**src/rtl/ravenoc_pkg.sv**
```systemverilog
// Shared NoC types and default widths for the flit transmitter and its neighbours.
`timescale 1ns/1ps
package ravenoc_pkg;

  localparam int NOC_X_WIDTH         = 2;
  localparam int NOC_Y_WIDTH         = 2;
  localparam int NOC_PKT_WIDTH       = 8;
  localparam int NOC_FLIT_WIDTH      = 34;
  localparam int FLIT_TYPE_WIDTH     = 2;
  localparam int NOC_FLIT_DATA_WIDTH = NOC_FLIT_WIDTH - FLIT_TYPE_WIDTH;
  localparam int NOC_HEAD_DATA_WIDTH = NOC_FLIT_DATA_WIDTH - NOC_X_WIDTH - NOC_Y_WIDTH
                                     - NOC_PKT_WIDTH;

  // pkt_size counts flits after the head, so a lone head carries zero.
  localparam logic [NOC_PKT_WIDTH-1:0] MIN_SIZE_FLIT = '0;

  typedef enum logic [FLIT_TYPE_WIDTH-1:0] {
    HEAD_FLIT = 2'b00,
    BODY_FLIT = 2'b01,
    TAIL_FLIT = 2'b10
  } flit_type_t;

  typedef struct packed {
    flit_type_t                     type_f;
    logic [NOC_X_WIDTH-1:0]         x_dest;
    logic [NOC_Y_WIDTH-1:0]         y_dest;
    logic [NOC_PKT_WIDTH-1:0]       pkt_size;
    logic [NOC_HEAD_DATA_WIDTH-1:0] data;
  } s_flit_head_data_t;

  typedef struct packed {
    flit_type_t                     type_f;
    logic [NOC_FLIT_DATA_WIDTH-1:0] data;
  } s_flit_data_t;

  typedef enum logic {
    ST_IDLE = 1'b0,
    ST_BODY = 1'b1
  } tx_state_t;

endpackage

```
**src/rtl/vc_flit_tx.sv**
```systemverilog
// Packetizer: turns a request plus payload beats into HEAD/BODY/TAIL flits
// through a single registered output stage with full-throughput backpressure.
`timescale 1ns/1ps
module vc_flit_tx
  import ravenoc_pkg::*;
#(
  parameter int X_WIDTH    = NOC_X_WIDTH,
  parameter int Y_WIDTH    = NOC_Y_WIDTH,
  parameter int PKT_WIDTH  = NOC_PKT_WIDTH,
  parameter int FLIT_WIDTH = NOC_FLIT_WIDTH
) (
  input  logic                                             clk,
  input  logic                                             arst_n,
  input  logic                                             req_valid_i,
  output logic                                             req_ready_o,
  input  logic [X_WIDTH-1:0]                               req_x_i,
  input  logic [Y_WIDTH-1:0]                               req_y_i,
  input  logic [PKT_WIDTH-1:0]                             req_len_i,
  input  logic [FLIT_WIDTH-2-X_WIDTH-Y_WIDTH-PKT_WIDTH-1:0] req_hdata_i,
  input  logic                                             data_valid_i,
  output logic                                             data_ready_o,
  input  logic [FLIT_WIDTH-2-1:0]                          data_i,
  output logic [FLIT_WIDTH-1:0]                            fdata_o,
  output logic                                             valid_o,
  input  logic                                             ready_i,
  output logic                                             busy_o
);

  tx_state_t             state_q, state_d;
  logic [PKT_WIDTH-1:0]  cnt_q, cnt_d;
  logic [FLIT_WIDTH-1:0] fdata_q, fdata_d;
  logic                  valid_q, valid_d;
  logic                  out_free;
  logic                  last_beat;
  flit_type_t            beat_type;

  // The output register can take a new flit if empty or draining this cycle.
  assign out_free  = ~valid_q | ready_i;
  assign last_beat = (cnt_q == PKT_WIDTH'(1));
  assign beat_type = last_beat ? TAIL_FLIT : BODY_FLIT;

  always_comb begin
    // NOTE: every signal written here gets a default first, so no latch is inferred.
    state_d      = state_q;
    cnt_d        = cnt_q;
    fdata_d      = fdata_q;
    valid_d      = valid_q & ~ready_i;
    req_ready_o  = 1'b0;
    data_ready_o = 1'b0;

    unique case (state_q)
      ST_IDLE: begin
        req_ready_o = out_free;
        if (req_valid_i && out_free) begin
          fdata_d = {HEAD_FLIT, req_x_i, req_y_i, req_len_i, req_hdata_i};
          valid_d = 1'b1;
          if (req_len_i != PKT_WIDTH'(MIN_SIZE_FLIT)) begin
            cnt_d   = req_len_i;
            state_d = ST_BODY;
          end
        end
      end
      ST_BODY: begin
        data_ready_o = out_free;
        if (data_valid_i && out_free) begin
          fdata_d = {beat_type, data_i};
          valid_d = 1'b1;
          cnt_d   = cnt_q - PKT_WIDTH'(1);
          if (last_beat) state_d = ST_IDLE;
        end
      end
      default: state_d = ST_IDLE;
    endcase
  end

  always_ff @(posedge clk or negedge arst_n) begin
    // NOTE: sequential state uses non-blocking assignments; everything here is reset,
    // so an abandoned partial packet leaves no residue in the counter or output.
    if (!arst_n) begin
      state_q <= ST_IDLE;
      cnt_q   <= '0;
      fdata_q <= '0;
      valid_q <= 1'b0;
    end else begin
      state_q <= state_d;
      cnt_q   <= cnt_d;
      fdata_q <= fdata_d;
      valid_q <= valid_d;
    end
  end

  assign fdata_o = fdata_q;
  assign valid_o = valid_q;
  assign busy_o  = (state_q == ST_BODY);

`ifndef NO_ASSERTIONS
  a_hold_stable: assert property (@(posedge clk) disable iff (!arst_n)
    (valid_q && !ready_i) |=> (valid_q && $stable(fdata_q)));

  a_cnt_nonzero: assert property (@(posedge clk) disable iff (!arst_n)
    (state_q == ST_BODY) |-> (cnt_q != '0));

  a_no_head_in_body: assert property (@(posedge clk) disable iff (!arst_n)
    (state_q == ST_BODY && data_valid_i && out_free)
      |=> (fdata_q[FLIT_WIDTH-1 -: 2] != HEAD_FLIT));
`endif

endmodule

```
**config.mk**
```make
export PLATFORM = sky130hd
export DESIGN_NAME = vc_flit_tx
export DESIGN_NICKNAME = d
export VERILOG_FILES = /design/src/rtl/ravenoc_pkg.sv /design/src/rtl/vc_flit_tx.sv
export SDC_FILE = /design/constraint.sdc
export NUM_CORES = 1
export LEC_CHECK = 0
export ABC_AREA = 0
export CORE_MARGIN = 10
export CORE_UTILIZATION = 44
export DETAILED_ROUTE_END_ITERATION = 10
export PLACE_DENSITY = 0.87
export SLEW_MARGIN = 20
export SYNTH_ARGS = -nofsm -noshare
export SYNTH_HDL_FRONTEND = slang
export SYNTH_SLANG_ARGS = --single-unit
export TNS_END_PERCENT = 50
```
**constraint.sdc**
```tcl
create_clock -name clk -period 4.1 [get_ports clk]
set_input_delay 1.025 -clock clk [delete_from_list [all_inputs] [get_ports clk]]
set_output_delay 1.025 -clock clk [all_outputs]
set_load 0.02 [all_outputs]
```
==> metrics.md <==
| Metric | Value |
|---|---|
| PortBufs | `106` |
| Lkg Pwr | `1.62 nW` |
| Nets | `401` |
| Postcts setup bufs | `0` |
| Req. time, crit path | `3.07 ns` |
| Synthesized area | `0.00222 sq mm` |
| Clock sink count | `44` |
| H-tree Lvls | `2` |
| Area growth syn-to-layout | `52.9%` |
| Largest net degree at the start of global routing | `45` |
| Crit path kind | `primary input to output port` |
| Setup-failing EPs final | `0` |
| Headroom to the max-slew limit | `35.5%` |
| Initial Utilization | `46.0%` |
| Worst-margin pin slew | `0.967 ns` |
| Worst skew pair latency | `0.29 ns` |
| Final worst slack | `0.641 ns` |
| CTS resizes | `0` |
| Worst min path class | `flop to flop` |
| Final wirelength | `6430 um` |
| Synthesized area per cell | `9.68 sq um` |
| Post-synth cell types | `35` |
| Unrepaired setup endpoints after global routing | `no` |
| Critical Path End Type | `output port` |
| Max cap viols | `0` |
| Setup_tns | `0 ns` |
| Grt ovf | `0` |
| FP Rows | `25` |
| Clock slew at reported path FFs | `0.08 ns` |
| WL/cell | `16.2 um` |
| Power Dens Cells | `355 mW/mm^2` |
| Die W | `91.0 um` |
| Post-route clock period utilization | `84.4%` |
| RePlAce Congestion | `0.836` |
| Die H | `91.0 um` |
| Fin crit period | `3.46 ns` |
| Drc violations | `0` |
| Antenna-violating nets left | `0` |
| Hold Violations, Final | `0` |
| Fraction of registers with async set/reset | `100%` |
| Hold Crit Start | `fdata_o[4]` |
| Die area | `0.00827 sq mm` |
| Drt pass-1 iters | `4` |
| Iteration-0 DRC Markers | `114` |
| CP max FO | `5` |
| Tot GR Track Use | `15.5%` |
| Layout Skew | `0.00450 ns` |
| Reg-to-Reg Start | `busy_o` |
| Main synth FF type | `dfrtp_1` |
| Hold buffers post-CTS | `0` |
| Seq/Total Area, Yosys | `49.7%` |
| CP Launch Type | `primary input` |
| Worst VDD drop | `0.207 mV` |
| I/O pin cnt | `107` |
| First-pass GRT wire length | `10700 um` |
| Outcome | `finished clean` |
| Vias in the first global route | `2086` |
| Place WS | `0.636 ns` |
| Total CTS buffers | `5` |
| Dpl hpwl | `5120 um` |
| Layout cells sized above 1 | `3.93%` |
| Clock Tree Buf Depth | `2` |
| Initial antenna violation count | `0` |
| Post-Synthesis Net Count | `300` |
| Crit path launch | `ready_i` |
| Total core area | `0.00482 sq mm` |
| Root buf cell | `clkbuf_8` |
| Seq cells post-synth | `44` |
| CTS tree | `yes` |
| WHS | `0.478 ns` |
| Slew Viols, Final | `0` |
| Via count | `1995` |
| Post-Syn Instances | `229` |
| Post-DR vias/cell | `5.01` |
| Worst path arrival time | `2.43 ns` |
| Ys Warns | `0` |
| Diodes inserted | `0` |
| FMAX | `0.289 GHz` |
| EDFF count, synth | `0` |
-- power breakdown --
part | total (mW) | switching (mW) | internal (mW)
logic | 0.377 | 0.179 | 0.197
clock network | 0.271 | 0.134 | 0.137
registers | 0.554 | 0.0521 | 0.501
-- metrics by stage --
| step | cells | power [mW] | util [%] | cell area [sq um] |
|---|---|---|---|---|
| floorplan | 229 | 0.731 | - | 2220 |
| global placement | 390 | 0.930 | 68.4 | 3300 |
| detailed placement | 390 | 0.942 | 68.4 | 3300 |
| CTS | 398 | 1.22 | 70.3 | 3390 |
| global route | 398 | 1.28 | 70.3 | 3390 |
| finish | 398 | 1.20 | 70.3 | 3390 |
-- cell type report --
type	count	area (sq um)
clock buffer	8	90.1
timing repair buffer	108	1070
fill	406	1430
inverter	6	22.5
multi-input combinational	165	1020
sequential	44	1100
tap	67	83.8
-- path summary, 6_finish.rpt --
kind	cells past startpoint	endpoint	slack, ns
min in group asynchronous	1	fdata_o[28]	0.88
setup reg to reg	5	fdata_o[15]	1.42
hold reg to reg	2	fdata_o[4]	0.48
max in group asynchronous	1	busy_o	2.55
setup / recovery	4	data_ready_o	0.64
hold / removal	2	fdata_o[4]	0.48
-- cell usage after synthesis (3+ instances only) --
cell,n,area share [%]
clkbuf_1,6,1.0
nand3_1,5,1.1
o21ai_0,33,7.5
mux2i_1,33,15
a31oi_1,3,0.85
o21ai_1,3,0.68
buf_2,6,1.4
nand2b_1,3,0.85
nor2_1,8,1.4
nor2b_1,4,1.1
inv_1,6,1.0
nand2_1,40,6.8
a21oi_1,7,1.6
nor3_1,3,0.68
dfrtp_1,44,50
-- worst max-delay path: stages --
cell and delay, ns:
clkdlybuf4s50_1 0.47, nand2b_1 0.18, and2_1 0.15, clkdlybuf4s50_1 0.61
-- cell families (layout without fill, tap and decap cells) --
logic type | Yosys count | after routing | share of synthesized area [%]
multiplexers | 33 | 33 | 14.9
flip-flops | 44 | 44 | 49.7
AO/OA/AOI/OAI | 55 | 55 | 13.7
adder cells (fa/ha/maj) | 2 | 2 | 1.13
buffers and inverters | 20 | 122 | 4.40
AND/OR/NAND/NOR | 75 | 75 | 16.1
-- sequential cells by signal, summed over array words and instances, names as in the netlist --
name	flops
busy_o	1
valid_o	1
cnt_q	8
fdata_o	34
-- layout by cell type, fill, tap and decap left out --
cell / count
clkdlybuf4s50_1: 105
dfrtp_1: 43
nand2_1: 40
mux2i_1: 33
o21ai_0: 33
nor2_1: 8
a21oi_1: 7
inv_1: 6
clkbuf_8: 6
nand3_1: 5
nor2b_1: 4
nand2b_1: 3
nor3_1: 3
a31oi_1: 3
o21ai_1: 3
and3_1: 2
or3_1: 2
o211ai_1: 2
ha_1: 2
clkbuf_1: 2
buf_4: 2
nand4_1: 1
nor4_1: 1
and2_1: 1
or2_2: 1
o22a_1: 1
nor4b_1: 1
a21boi_0: 1
o31ai_1: 1
or3_4: 1
a32oi_1: 1
nand4b_1: 1
nor4b_2: 1
a211o_1: 1
a21o_1: 1
o22ai_1: 1
dfrtp_2: 1
buf_2: 1
-- routing by layer --
| metal | part of all wire, % | wire length [um] | global-route usage, % | up-vias |
|---|---|---|---|---|
| li1 | - | - | - | 1002 |
| met1 | 44 | 2850 | 19.4 | 902 |
| met2 | 46 | 2970 | 24.6 | 85 |
| met3 | 8.8 | 568 | 6.58 | 6 |
| met4 | 0.72 | 46 | 3.00 | 0 |
| met5 | 0 | 0 | 0 | - |
Note: power is estimated with default switching activity, not from simulation.
